$ cat src/rtl/resp_misr.sv
// Response compactor: folds DUT responses from an exhaustive stimulus sweep into
// a MISR signature, checks stimulus ordering and flags completion of the sweep.
module resp_misr #(
  parameter int                IN_W   = 4,
  parameter int                RESP_W = 8,
  parameter int                SIG_W  = 16,
  parameter logic [SIG_W-1:0]  POLY   = 16'h8005,
  parameter logic [SIG_W-1:0]  SEED   = 16'hFFFF
) (
  input  logic              clk,
  input  logic              rst_n,
  input  logic              start,
  input  logic              in_valid,
  input  logic [IN_W-1:0]   stimul,
  input  logic [RESP_W-1:0] resp,
  output logic              busy,
  output logic              done,
  output logic [SIG_W-1:0]  signature,
  output logic [IN_W:0]     pat_cnt,
  output logic              seq_err
);

  typedef enum logic [1:0] {
    S_IDLE = 2'd0,
    S_RUN  = 2'd1,
    S_DONE = 2'd2
  } state_t;

  localparam logic [IN_W:0] FULL_CNT = {1'b1, {IN_W{1'b0}}};

  state_t            state_q, state_d;
  logic [SIG_W-1:0]  sig_q, sig_d;
  logic [IN_W:0]     cnt_q, cnt_d;
  logic [IN_W-1:0]   exp_q, exp_d;
  logic              err_q, err_d;

  function automatic logic [SIG_W-1:0] misr_step(input logic [SIG_W-1:0] sig,
                                                 input logic [RESP_W-1:0] r);
    logic [SIG_W-1:0] fb;
    fb = sig[SIG_W-1] ? POLY : {SIG_W{1'b0}};
    return {sig[SIG_W-2:0], 1'b0} ^ fb ^ SIG_W'(r);
  endfunction

  // Next-state and datapath update.
  always_comb begin
    state_d = state_q;
    sig_d   = sig_q;
    cnt_d   = cnt_q;
    exp_d   = exp_q;
    err_d   = err_q;
    case (state_q)
      S_IDLE, S_DONE: begin
        // A start wins over a coincident sample, which is dropped.
        if (start) begin
          state_d = S_RUN;
          sig_d   = SEED;
          cnt_d   = {(IN_W+1){1'b0}};
          exp_d   = {IN_W{1'b0}};
          err_d   = 1'b0;
        end else begin
          state_d = state_q;
        end
      end
      S_RUN: begin
        if (in_valid) begin
          sig_d = misr_step(sig_q, resp);
          cnt_d = cnt_q + (IN_W+1)'(1);
          exp_d = exp_q + IN_W'(1);
          if (stimul != exp_q) begin
            err_d = 1'b1;
          end else begin
            err_d = err_q;
          end
          if (cnt_d == FULL_CNT) begin
            state_d = S_DONE;
          end else begin
            state_d = S_RUN;
          end
        end else begin
          state_d = S_RUN;
        end
      end
      default: begin
        state_d = S_IDLE;
      end
    endcase
  end

  // State and datapath registers.
  always_ff @(posedge clk or negedge rst_n) begin
    if (!rst_n) begin
      state_q <= S_IDLE;
      sig_q   <= {SIG_W{1'b0}};
      cnt_q   <= {(IN_W+1){1'b0}};
      exp_q   <= {IN_W{1'b0}};
      err_q   <= 1'b0;
    end else begin
      state_q <= state_d;
      sig_q   <= sig_d;
      cnt_q   <= cnt_d;
      exp_q   <= exp_d;
      err_q   <= err_d;
    end
  end

  assign busy      = (state_q == S_RUN);
  assign done      = (state_q == S_DONE);
  assign signature = sig_q;
  assign pat_cnt   = cnt_q;
  assign seq_err   = err_q;

endmodule
$ cat config.mk
export PLATFORM = sky130hd
export DESIGN_NAME = resp_misr
export DESIGN_NICKNAME = d
export VERILOG_FILES = /design/src/rtl/resp_misr.sv
export SDC_FILE = /design/constraint.sdc
export NUM_CORES = 1
export LEC_CHECK = 0
export ABC_AREA = 1
export CORE_MARGIN = 1
export CORE_UTILIZATION = 47
export DETAILED_ROUTE_END_ITERATION = 10
export PLACE_DENSITY = 0.79
export SLEW_MARGIN = 10
export SYNTH_ARGS = -nofsm -noshare
export SYNTH_HDL_FRONTEND = slang
export SYNTH_SLANG_ARGS = --single-unit
$ cat constraint.sdc
create_clock -name clk -period 1.5 [get_ports clk]
set_clock_uncertainty 0.2 [all_clocks]
set_input_delay 0.3 -clock clk [delete_from_list [all_inputs] [get_ports clk]]
set_output_delay 0.3 -clock clk [all_outputs]
set_load 0.01 [all_outputs]
* After elaboration in Yosys (flattened, before gate mapping) *
Cells that the tools add are included.

cells by class
  $add $sub $neg = 2
  reductions and logical operators = 5
  mux-type cells = 18
  equal/unequal tests = 7
  bitwise gates (word level) = 2

operator list
  kind                                                  count
  two-way mux 16 bit                                    3
  case mux 16 bit (2 select lines)                      1
  XOR 16 bit                                            1
  XOR 16 x 8 -> 16 bit                                  1
  two-way mux 5 bit                                     2
  case mux 5 bit (2 select lines)                       1
  two-way mux 4 bit                                     2
  case mux 4 bit (2 select lines)                       1
  two-way mux 2 bit                                     3
  adder 5 x 1 -> 5 bit (second input constant)          1
  equality test 5 bit (second input constant)           1
  adder 4 x 1 -> 4 bit (second input constant)          1
  != test 2 bit (second input constant)                 2
  != test 4 bit                                         1
  case mux 2 bit (2 select lines)                       1
  AND reduction 4 bit                                   1
  two-way mux 1 bit                                     3
  AND reduction 3 bit                                   1
  equality test 2 x 1 -> 1 bit (second input constant)  1
  equality test 2 bit (second input constant)           1
  logical NOT 2 bit                                     1
  != test 2 x 1 -> 1 bit (second input constant)        1
  case mux 1 bit (2 select lines)                       1
  nonzero test 2 bit                                    1
  OR reduction 2 bit                                    1

word-level totals
  flip-flop bits (word level) = 28

* Longest topological paths before layout *
Gate-level depths: netlist (run 1).

  depth after elaboration = 5
  mapped depth = 8

* Worst setup path before layout (run 1) *
No wires, ideal clock.

  path type = register -> register
  from = register cnt_q[0] (netlist: pat_cnt[0])
  to = register state_q[0]
  stages on the path, launching flop included = 9
  buffers on the path = 0
  setup slack = 0.075 ns
  arrival = 1.108 ns
  required time = 1.183 ns
  cells stage by stage = dfrtp_1 -> ha_1 -> inv_1 -> nand2_1 -> nand2_1 -> nor2_1 -> nand3_1 -> nor2_1 -> nor2_1

between the ends
  longest elaborated chain between the ends = 5

RTL lines
  item                             RTL line  source
  from (decl)                      33        logic [IN_W:0] cnt_q, cnt_d;
  from (signal assigned)           94        cnt_q <= {(IN_W+1){1'b0}};
  from (signal assigned)           100       cnt_q <= cnt_d;
  adder 5 x 1 -> 5 bit             67        cnt_d = cnt_q + (IN_W+1)'(1);
  equality test 5 bit              74        if (cnt_d == FULL_CNT) begin
  two-way mux 2 bit                74
  two-way mux 2 bit                65        if (in_valid) begin
  case mux 2 bit (2 select lines)  51        case (state_q)
  to (signal assigned)             98        state_q <= state_d;
  to (decl)                        31        state_t state_q, state_d;

Every way passes these cells.
A chain may end at the register's enable or synchronous reset.

* Worst setup path after layout (run 1) *
  from = register state_q[1]
  to = register sig_q[13] (netlist: signature[13])

between the ends
  longest elaborated chain between the ends = 4
  elaborated cells between the ends (all ways) = 9

RTL lines
  item                                                                  RTL line  source
  equality test 2 bit or logical NOT 2 bit (tied branches)              51
  OR reduction 2 bit                                                    51
  != test 2 bit (no source line) or nonzero test 2 bit (tied branches)  -
  AND reduction 3 bit (no source line)                                  -
  to (signal assigned)                                                  93        sig_q <= {SIG_W{1'b0}};
  to (signal assigned)                                                  99        sig_q <= sig_d;
  to (decl)                                                             32        logic [SIG_W-1:0] sig_q, sig_d;

Parallel ways exist; a longest one is shown, timed or not.

==> impl_metrics.py, run 1 <==
metrics = {
    "power_and_ir_drop": {
        "power.switching_mw": 2.15,
        "swShare_pct": 43.0,
        "p_seq_share_pct": 27.2,
        "p_per_area_nw_per_um2": 2060,
        "internal_power_mw": 2.86,
        "ir_worst_vdd_mv": 1.34,
        "clkPwrFrac_pct": 10.0,
        "p_comb_share_pct": 62.8,
        "p_leak_nw": 1.17,
    },
    "setup_path": {
        "r2r_setup_slack_ns": -0.12,
        "crit_start": "state_q[1]$_DFFE_PN0P_",
        "slowest_delay_ns": 0.46,
        "worstSetupStartpointType": "flop",
        "crit_required_ns": 1.56,
        "critPathKind": "reg -> reg",
        "reg2reg_to": "signature[13]$_DFFE_PN0P_",
        "slowest_stage": "dfrtp_2",
        "r2r_start": "state_q[1]$_DFFE_PN0P_",
        "worstPathArrival_ns": 1.68,
        "crit_path_end_kind": "flop",
        "cp_max_fo": 8,
        "cp_cell_sequence": "buf_12 -> nor2_8 -> buf_6 -> nand2_8 -> nand2_8 -> buf_6 -> o21ai_1 -> o21ai_1",
        "worstRegToRegCells": 8,
    },
    "sta": {
        "min_period_ns": 1.62,
        "tightest_slew_ns": 0.414,
        "min_period_over_period_pct": 108,
        "fmax_ghz": 0.618,
        "rsz0062_at_grt": "yes",
        "fin_setup_tns_ns": -1.39,
        "max-slew-margin-rel_pct": 72.3,
        "worst_slack_ns": -0.119,
        "finalSetupViolCount": 23,
        "drv_slew": 0,
        "hold_violations": 0,
    },
    "final_layout": {
        "nets": 271,
        "area_growth_syn_to_layout_pct": 70.8,
        "post-route-util_pct": 86.5,
        "fin_cells": 282,
        "n_antenna_cell": 0,
        "drive_gt1_share_pct": 51.4,
        "final_area_um2": 2430,
    },
    "grt": {
        "grt_max_degree": 29,
        "globalRouteOverflowTotal": 0,
        "grt_pass1_wl_mm": 6.46,
        "first_global_vias": 1505,
        "antenna_found_initial": 0,
        "grt_use_total_pct": 25.8,
    },
    "cts": {
        "ctsHoldBuffers": 0,
        "insertion_delay_ns": 0.33,
        "h-tree-depth": 1,
        "clk_path_buf_depth": 2,
        "clkTransAtPathRegs_ns": 0.16,
        "cts_root_buf": "clkbuf_4",
        "cts_buffers": 3,
        "cts_tree": "done",
        "cts_sinks": 28,
    },
    "synth": {
        "synthArstFlopShare_pct": 100,
        "ys_top_cells_by_count": "nand2_1, dfrtp_1, inv_1, nor2_1, o21ai_0",
        "yosys.cell_count.top_type": "nand2_1",
        "synth_area_um2": 1420,
        "synth_top_cell_area_share_pct": 49.3,
        "yosysWarnings": 0,
        "avgSynthCellArea_um2": 8.55,
        "synth_edf_count": 0,
        "postSynthNetCount": 185,
        "postSynthCellCount": 166,
        "yosys-top-cells-area": "dfrtp_1, nand2_1, inv_1",
        "yosysTopAreaCell": "dfrtp_1",
        "netlist-cell-type-count": 25,
        "synth_seq_area_share_pct": 49.3,
        "ys.flop_type": "dfrtp_1",
        "synth_seq_cells": 28,
    },
    "routing": {
        "drcViolationCount": 2,
        "drtAntennaViolNets": 0,
        "wl_per_cell_um": 16.5,
        "wirelength_mm": 4.64,
        "vias": 1530,
        "first_pass_iters": 7,
        "viasPerCell": 5.43,
        "first_iter_violations": 40,
    },
    "placed_design": {
        "place_area_um2": 1960,
        "dp_slack_ns": -0.186,
        "globalplace.congestion": 0.785,
        "hpwl_mm": 2.54,
        "dp_cells": 251,
        "port_buffers": 39,
    },
    "die": {
        "dieArea_um2": 3250,
        "start_util_pct": 50.6,
        "die_h_um": 57.0,
        "ios": 40,
        "die_w_um": 57.0,
        "coreArea_um2": 2810,
        "placementRows": 19,
    },
    "run_status": {
        "violations": "DRC, setup timing",
        "status": "complete, but fails checks",
    },
    "run": {
        "maxCapViolations": 0,
    },
    "hold_path": {
        "min_path_type": "in -> async",
    },
}
## layout make-up
type / count / area [µm²]
multi-input combinational: 111 / 835
inverter: 25 / 116
sequential: 28 / 702
fill: 131 / 379
tap: 31 / 38.8
timing repair buffer: 83 / 682
clock inverter: 1 / 30.0
clock buffer: 3 / 22.5
## repair_timing
| item | in CTS | in global routing |
|---|---|---|
| setup buffers | 15 | 11 |
| setup endpoints to repair | 44 | 50 |
| pin swaps | 4 | 13 |
| gates resized for setup | 90 | 77 |
| cloned | 1 | 0 |
## power by group through the flow
| stage | clock, mW | combinational, mW | sequential (mW) |
|---|---|---|---|
| after floorplan | 0 | 0.967 | 1.50 |
| after global placement | 0 | 2.13 | 1.34 |
| after CTS | 0.505 | 2.53 | 1.32 |
| after detailed placement | 0 | 2.19 | 1.35 |
| final | 0.499 | 3.15 | 1.36 |
| after global routing | 0.547 | 3.36 | 1.39 |
## worst max path at each step
stage	to	slack, ns
floorplan	state_q[0]$_DFFE_PN0P_	0.08
global placement	signature[5]$_DFFE_PN0P_	-0.17
detailed placement	signature[4]$_DFFE_PN0P_	-0.19
CTS	done	-0.12
global route	busy	-0.16
finish	signature[13]$_DFFE_PN0P_	-0.12
## critical path: cells and delay by family, from the launching register on
family	cells	cell delay, ns
flops	1	0.46
simple gates	3	0.32
buf+inv	3	0.38
compound gates	2	0.18
## registers in the layout, indices dropped and copies added (netlist names)
signal	cells
seq_err	1
exp_q	4
state_q	2
pat_cnt	5
signature	16
## metrics by stage
step           hold slack (ns)  total power, mW
2_1_floorplan           -0.196             2.47
3_3_place_gp             0.254             3.48
3_5_place_dp             0.265             3.55
4_1_cts                  0.106             4.36
5_1_grt                 0.0926             5.29
6_report                 0.109             5.01
## cells in the final DEF (no fill, tap or decap), types with 5 or more instances in the layout
cell type and instances:
xnor2_1 5, inv_1 20, buf_2 5, a21oi_2 5, clkbuf_2 18, nand2_1 23
nor2_1 10, clkdlybuf4s50_1 15, nand3_2 5, o21ai_1 6, nor2_2 7, nand2_2 9
o21ai_2 7, dfrtp_1 27, buf_4 32, buf_6 9
## per-layer routing
layer	global-route usage, %	part of all wire (%)	up-vias
met1	30.7	41	757
met5	0	0	-
met4	8.36	0.58	0
met2	47.1	54	60
li1	-	-	709
met3	4.76	5.1	4
## logic make-up (layout without fill, tap and decap cells)
group                      after synthesis  after routing  synth area share, %
AOI/OAI and AO/OA                       35             35                 14.3
xor gates and xnor gates                 5              5                 3.08
adders and majority gates                3              3                 2.64
buffers and inverters                   28            112                 9.34
DFF                                     28             28                 49.3
and+or+nand+nor                         67             68                 21.3
Note: power is estimated with default switching activity, not from simulation.
==> run 2: changes to the inputs <==
- CORE_UTILIZATION: 47 -> 42
- PLACE_DENSITY: 0.79 -> 0.74
- clock period: 1.5 -> 1.45 ns (I/O delays scaled with it)
==> impl_metrics.py, run 2 (same netlist as run 1, synthesis figures left out) <==
metrics = {
    "run_status": {
        "status": "complete, but fails checks",
        "violations": "setup timing",
    },
    "cts": {
        "cts_sinks": 28,
        "insertion_delay_ns": 0.34,
        "cts_root_buf": "clkbuf_4",
        "cts_tree": "done",
        "clkTransAtPathRegs_ns": 0.15,
        "cts_buffers": 3,
        "clk_path_buf_depth": 2,
        "h-tree-depth": 1,
    },
    "die": {
        "die_w_um": 60.2,
        "ios": 40,
        "placementRows": 20,
        "die_h_um": 60.2,
        "dieArea_um2": 3620,
        "start_util_pct": 45.4,
        "coreArea_um2": 3130,
    },
    "sta": {
        "tightest_slew_ns": 0.320,
        "drv_slew": 0,
        "hold_violations": 0,
        "worst_slack_ns": -0.180,
        "min_period_over_period_pct": 112,
        "min_period_ns": 1.63,
        "rsz0062_at_grt": "yes",
        "max-slew-margin-rel_pct": 78.4,
        "finalSetupViolCount": 29,
        "fmax_ghz": 0.614,
    },
    "placed_design": {
        "port_buffers": 39,
        "globalplace.congestion": 0.829,
        "hpwl_mm": 2.63,
    },
    "setup_path": {
        "cp_cell_sequence": "buf_6 -> inv_2 -> nand2_1 -> a21oi_1 -> o21ai_0 -> nand2_2 -> o21ai_2",
        "slowest_delay_ns": 0.46,
        "worstPathArrival_ns": 1.69,
        "slowest_stage": "dfrtp_2",
        "worstSetupStartpointType": "flop",
        "crit_required_ns": 1.51,
        "cp_max_fo": 5,
        "crit_path_end_kind": "flop",
        "critPathKind": "reg -> reg",
    },
    "final_layout": {
        "nFillCells": 185,
        "area_growth_syn_to_layout_pct": 75.6,
        "drive_gt1_share_pct": 52.4,
        "n_antenna_cell": 0,
        "largest_reg_flops": 16,
        "mostFrequentLayoutCells": "dfrtp_1, buf_4, nand2_1",
        "post-route-util_pct": 79.7,
        "nets": 272,
    },
    "grt": {
        "grt_use_total_pct": 24.8,
        "grt_max_degree": 29,
        "globalRouteOverflowTotal": 0,
        "grt_pass1_wl_mm": 6.64,
        "antenna_found_initial": 0,
        "first_global_vias": 1522,
    },
    "run": {
        "maxCapViolations": 0,
    },
    "routing": {
        "first_pass_iters": 4,
        "drcViolationCount": 0,
        "viasPerCell": 5.06,
        "drtAntennaViolNets": 0,
        "wirelength_mm": 4.49,
        "first_iter_violations": 90,
        "wl_per_cell_um": 15.2,
        "vias": 1497,
    },
    "hold_path": {
        "min_path_type": "in -> async",
    },
    "power_and_ir_drop": {
        "p_leak_nw": 1.18,
        "p_total_mw": 5.20,
        "p_per_area_nw_per_um2": 2090,
        "ir_worst_vdd_mv": 1.36,
    },
}
-- run 2: changes by cell type in the layout (fill, tap and decap cells not counted), moves of 4 or more --
cell      previous run  this run
clkbuf_2            18         0
buf_2                5        22
buf_4               32        27
buf_6                9        14
nor2_4               2         6
-- run 2: final cells by class --
type                       instances  area, µm²  area share (%)
sequential                        28        702            28.1
inverter                          25        114            4.57
multi-input combinational        111        861            34.5
timing repair buffer              84        726            29.1
clock buffer                       4       36.3            1.46
tap                               44       55.1            2.21
-- run 2: metrics by stage --
| stage | cells | hold WS (ns) | worst slack, ns | TNS [ns] | instance area [µm²] |
|---|---|---|---|---|---|
| global route | 296 | 0.0795 | -0.263 | -4.15 | 2490 |
| detailed placement | 273 | 0.268 | -0.239 | -5.18 | 2040 |
| finish | 296 | 0.0755 | -0.180 | -2.24 | 2490 |
| CTS | 295 | 0.0797 | -0.165 | -1.68 | 2310 |
| floorplan | 166 | -0.206 | 0.0252 | 0 | 1420 |
| global placement | 273 | 0.258 | -0.199 | -4.46 | 2040 |
-- run 2: worst max-delay path: cells and delay by family, from the launching register on --
kind,cells,cell delay [ns]
buffers and inverters,2,0.16
DFF,1,0.46
and+or+nand+nor,2,0.27
AOI/OAI and AO/OA,3,0.46
-- run 2: final timing paths --
check,startpoint,to,slack [ns],cells past startpoint
max in group asynchronous,rst_n,state_q[1]$_DFFE_PN0P_,0.81,2
hold / removal,rst_n,signature[0]$_DFFE_PN0P_,0.08,2
setup reg to reg,state_q[1]$_DFFE_PN0P_,signature[1]$_DFFE_PN0P_,-0.18,7
min in group clk,resp[4],signature[4]$_DFFE_PN0P_,0.34,3
setup / recovery,state_q[1]$_DFFE_PN0P_,signature[1]$_DFFE_PN0P_,-0.18,7
hold reg to reg,seq_err$_DFFE_PN0P_,seq_err$_DFFE_PN0P_,0.37,3
-- run 2: power breakdown --
group          switching [mW]  leakage, nW  internal [mW]
Sequential              0.252        0.323           1.13
Combinational            1.76        0.831           1.66
Clock                   0.240       0.0210          0.154
Total                    2.26         1.18           2.94
-- run 2: layer usage --
metal / track usage (%) / routed length [µm] / up-vias
met5: 0 / 0 / -
met4: 10.3 / 91 / 0
met3: 3.25 / 184 / 9
met2: 43.0 / 2380 / 49
met1: 30.6 / 1830 / 729
li1: - / - / 710
-- run 2: what timing repair did --
action	in CTS	in global routing
setup endpoints to repair	51	31
buffers inserted	17	1
pin swaps	7	12
resized for setup	161	43
hold buffers	0	0
cloned	1	0
==> run 3: changes to the inputs <==
- CTS_CLUSTER_SIZE: default -> 40
- HOLD_SLACK_MARGIN: default -> 0.1
==> impl_metrics.py, run 3 (same netlist as run 1, synthesis figures left out) <==
metrics = {
    "final_layout": {
        "area_growth_syn_to_layout_pct": 76.3,
        "post-route-util_pct": 80.0,
        "multi_input_area_um2": 861,
        "mostFrequentLayoutCells": "dfrtp_1, buf_4, nand2_1",
        "ff_latch_area_um2": 702,
        "nets": 273,
        "largest_reg_flops": 16,
        "n_antenna_cell": 0,
        "final_area_um2": 2500,
        "drive_gt1_share_pct": 52.2,
        "nFillCells": 184,
    },
    "setup_path": {
        "r2r_start": "state_q[1]$_DFFE_PN0P_",
        "reg2reg_to": "signature[1]$_DFFE_PN0P_",
        "critPathKind": "reg -> reg",
        "worstRegToRegCells": 7,
        "r2r_setup_slack_ns": -0.18,
        "worstSetupStartpointType": "flop",
        "crit_required_ns": 1.51,
        "crit_path_end_kind": "flop",
        "worstPathArrival_ns": 1.69,
        "cp_max_fo": 5,
    },
    "sta": {
        "fin_setup_tns_ns": -2.28,
        "hold_violations": 0,
        "drv_slew": 0,
        "min_period_ns": 1.63,
        "worst_slack_ns": -0.182,
        "min_period_over_period_pct": 113,
        "holdWs_ns": 0.343,
        "finalSetupViolCount": 30,
        "max-slew-margin-rel_pct": 78.5,
        "tightest_slew_ns": 0.319,
        "rsz0062_at_grt": "yes",
        "fmax_ghz": 0.613,
    },
    "grt": {
        "met2_usage_pct": 43.3,
        "use_met3_pct": 3.03,
        "grt_use_total_pct": 24.9,
        "globalRouteOverflowTotal": 0,
        "antenna_found_initial": 0,
        "grt_most_used_layer": "met2",
        "first_global_vias": 1531,
        "grt_pass1_wl_mm": 6.67,
        "grt_max_degree": 29,
        "use_met1_pct": 30.7,
    },
    "cts": {
        "cts_buffers": 3,
        "clk_path_buf_depth": 2,
        "insertion_delay_ns": 0.34,
        "cts_tree": "done",
        "h-tree-depth": 1,
        "cts_root_buf": "clkbuf_4",
        "cts_sinks": 28,
        "clkTransAtPathRegs_ns": 0.15,
    },
    "die": {
        "placementRows": 20,
        "coreArea_um2": 3130,
        "start_util_pct": 45.4,
        "die_h_um": 60.2,
        "ios": 40,
        "die_w_um": 60.2,
        "dieArea_um2": 3620,
    },
    "routing": {
        "vias": 1502,
        "wl_per_cell_um": 15.2,
        "drcViolationCount": 0,
        "wirelength_mm": 4.53,
        "drtAntennaViolNets": 0,
        "first_iter_violations": 59,
        "viasPerCell": 5.06,
        "first_pass_iters": 5,
    },
    "power_and_ir_drop": {
        "ir_worst_vdd_mv": 1.37,
        "p_per_area_nw_per_um2": 2080,
        "p_leak_nw": 1.18,
        "p_total_mw": 5.20,
    },
    "placed_design": {
        "globalplace.congestion": 0.829,
        "hpwl_mm": 2.63,
        "place_area_um2": 2040,
        "port_buffers": 39,
    },
    "run": {
        "maxCapViolations": 0,
    },
    "hold_path": {
        "holdPathStages": 3,
        "min_from": "resp[4]",
        "hold_end": "signature[4]$_DFFE_PN0P_",
        "min_path_type": "in -> reg",
    },
    "run_status": {
        "violations": "setup timing",
        "status": "complete, but fails checks",
    },
}
## run 3: cell count changes in the layout (fill, tap and decap cells not counted)
| cell | change |
|---|---|
| dlygate4sd3_1 | +1 |
## run 3: what timing repair did
action	in CTS	in global routing
endpoints found under the setup margin	51	31
hold endpoints to repair	28	0
gates resized for setup	161	43
hold buffers	1	0
gates cloned	1	0
pin swaps	7	12
setup buffers	17	1
## run 3: worst max-delay path: stages, from the launching register on
cell and delay, ns:
dfrtp_2 0.46, buf_6 0.12, inv_2 0.04, nand2_1 0.17, a21oi_1 0.23, o21ai_0 0.18
nand2_2 0.10, o21ai_2 0.05
## run 3: cell type report
type                       instances  area share [%]
multi-input combinational        111            34.4
timing repair buffer              85            29.4
sequential                        28            28.0
inverter                          25            4.55
tap                               44            2.20
clock buffer                       4            1.45
## run 3: report_power, final
group	internal, mW	switching [mW]	leakage [nW]	total (mW)
registers	1.13	0.254	0.323	1.39
clock network	0.154	0.239	0.0210	0.393
logic	1.66	1.77	0.835	3.43
total	2.94	2.26	1.18	5.20
## run 3: through the flow
stage	worst slack, ns	std cells
4_1_cts	-0.165	296
2_1_floorplan	0.0252	166
6_report	-0.182	297
3_3_place_gp	-0.199	273
3_5_place_dp	-0.239	273
5_1_grt	-0.263	297
## run 3: worst max-delay path by stage
| stage | startpoint | depth (start not counted) | slack (ns) | end |
|---|---|---|---|---|
| 3_5_place_dp | in_valid | 6 | -0.24 | exp_q[2]$_DFFE_PN0P_ |
| 2_1_floorplan | pat_cnt[0]$_DFFE_PN0P_ | 8 | 0.03 | state_q[0]$_DFFE_PN0P_ |
| 3_3_place_gp | in_valid | 6 | -0.20 | signature[15]$_DFFE_PN0P_ |
| 4_1_cts | state_q[1]$_DFFE_PN0P_ | 4 | -0.16 | done |
| 5_1_grt | state_q[0]$_DFFE_PN0P_ | 7 | -0.26 | signature[1]$_DFFE_PN0P_ |
| 6_report | state_q[1]$_DFFE_PN0P_ | 7 | -0.18 | signature[1]$_DFFE_PN0P_ |
## run 3: per-layer routing
layer  wire length [µm]  up-vias
met2               2380       48
met5                  0        -
met1               1870      732
met4                 91        0
li1                   -      712
met3                183       10
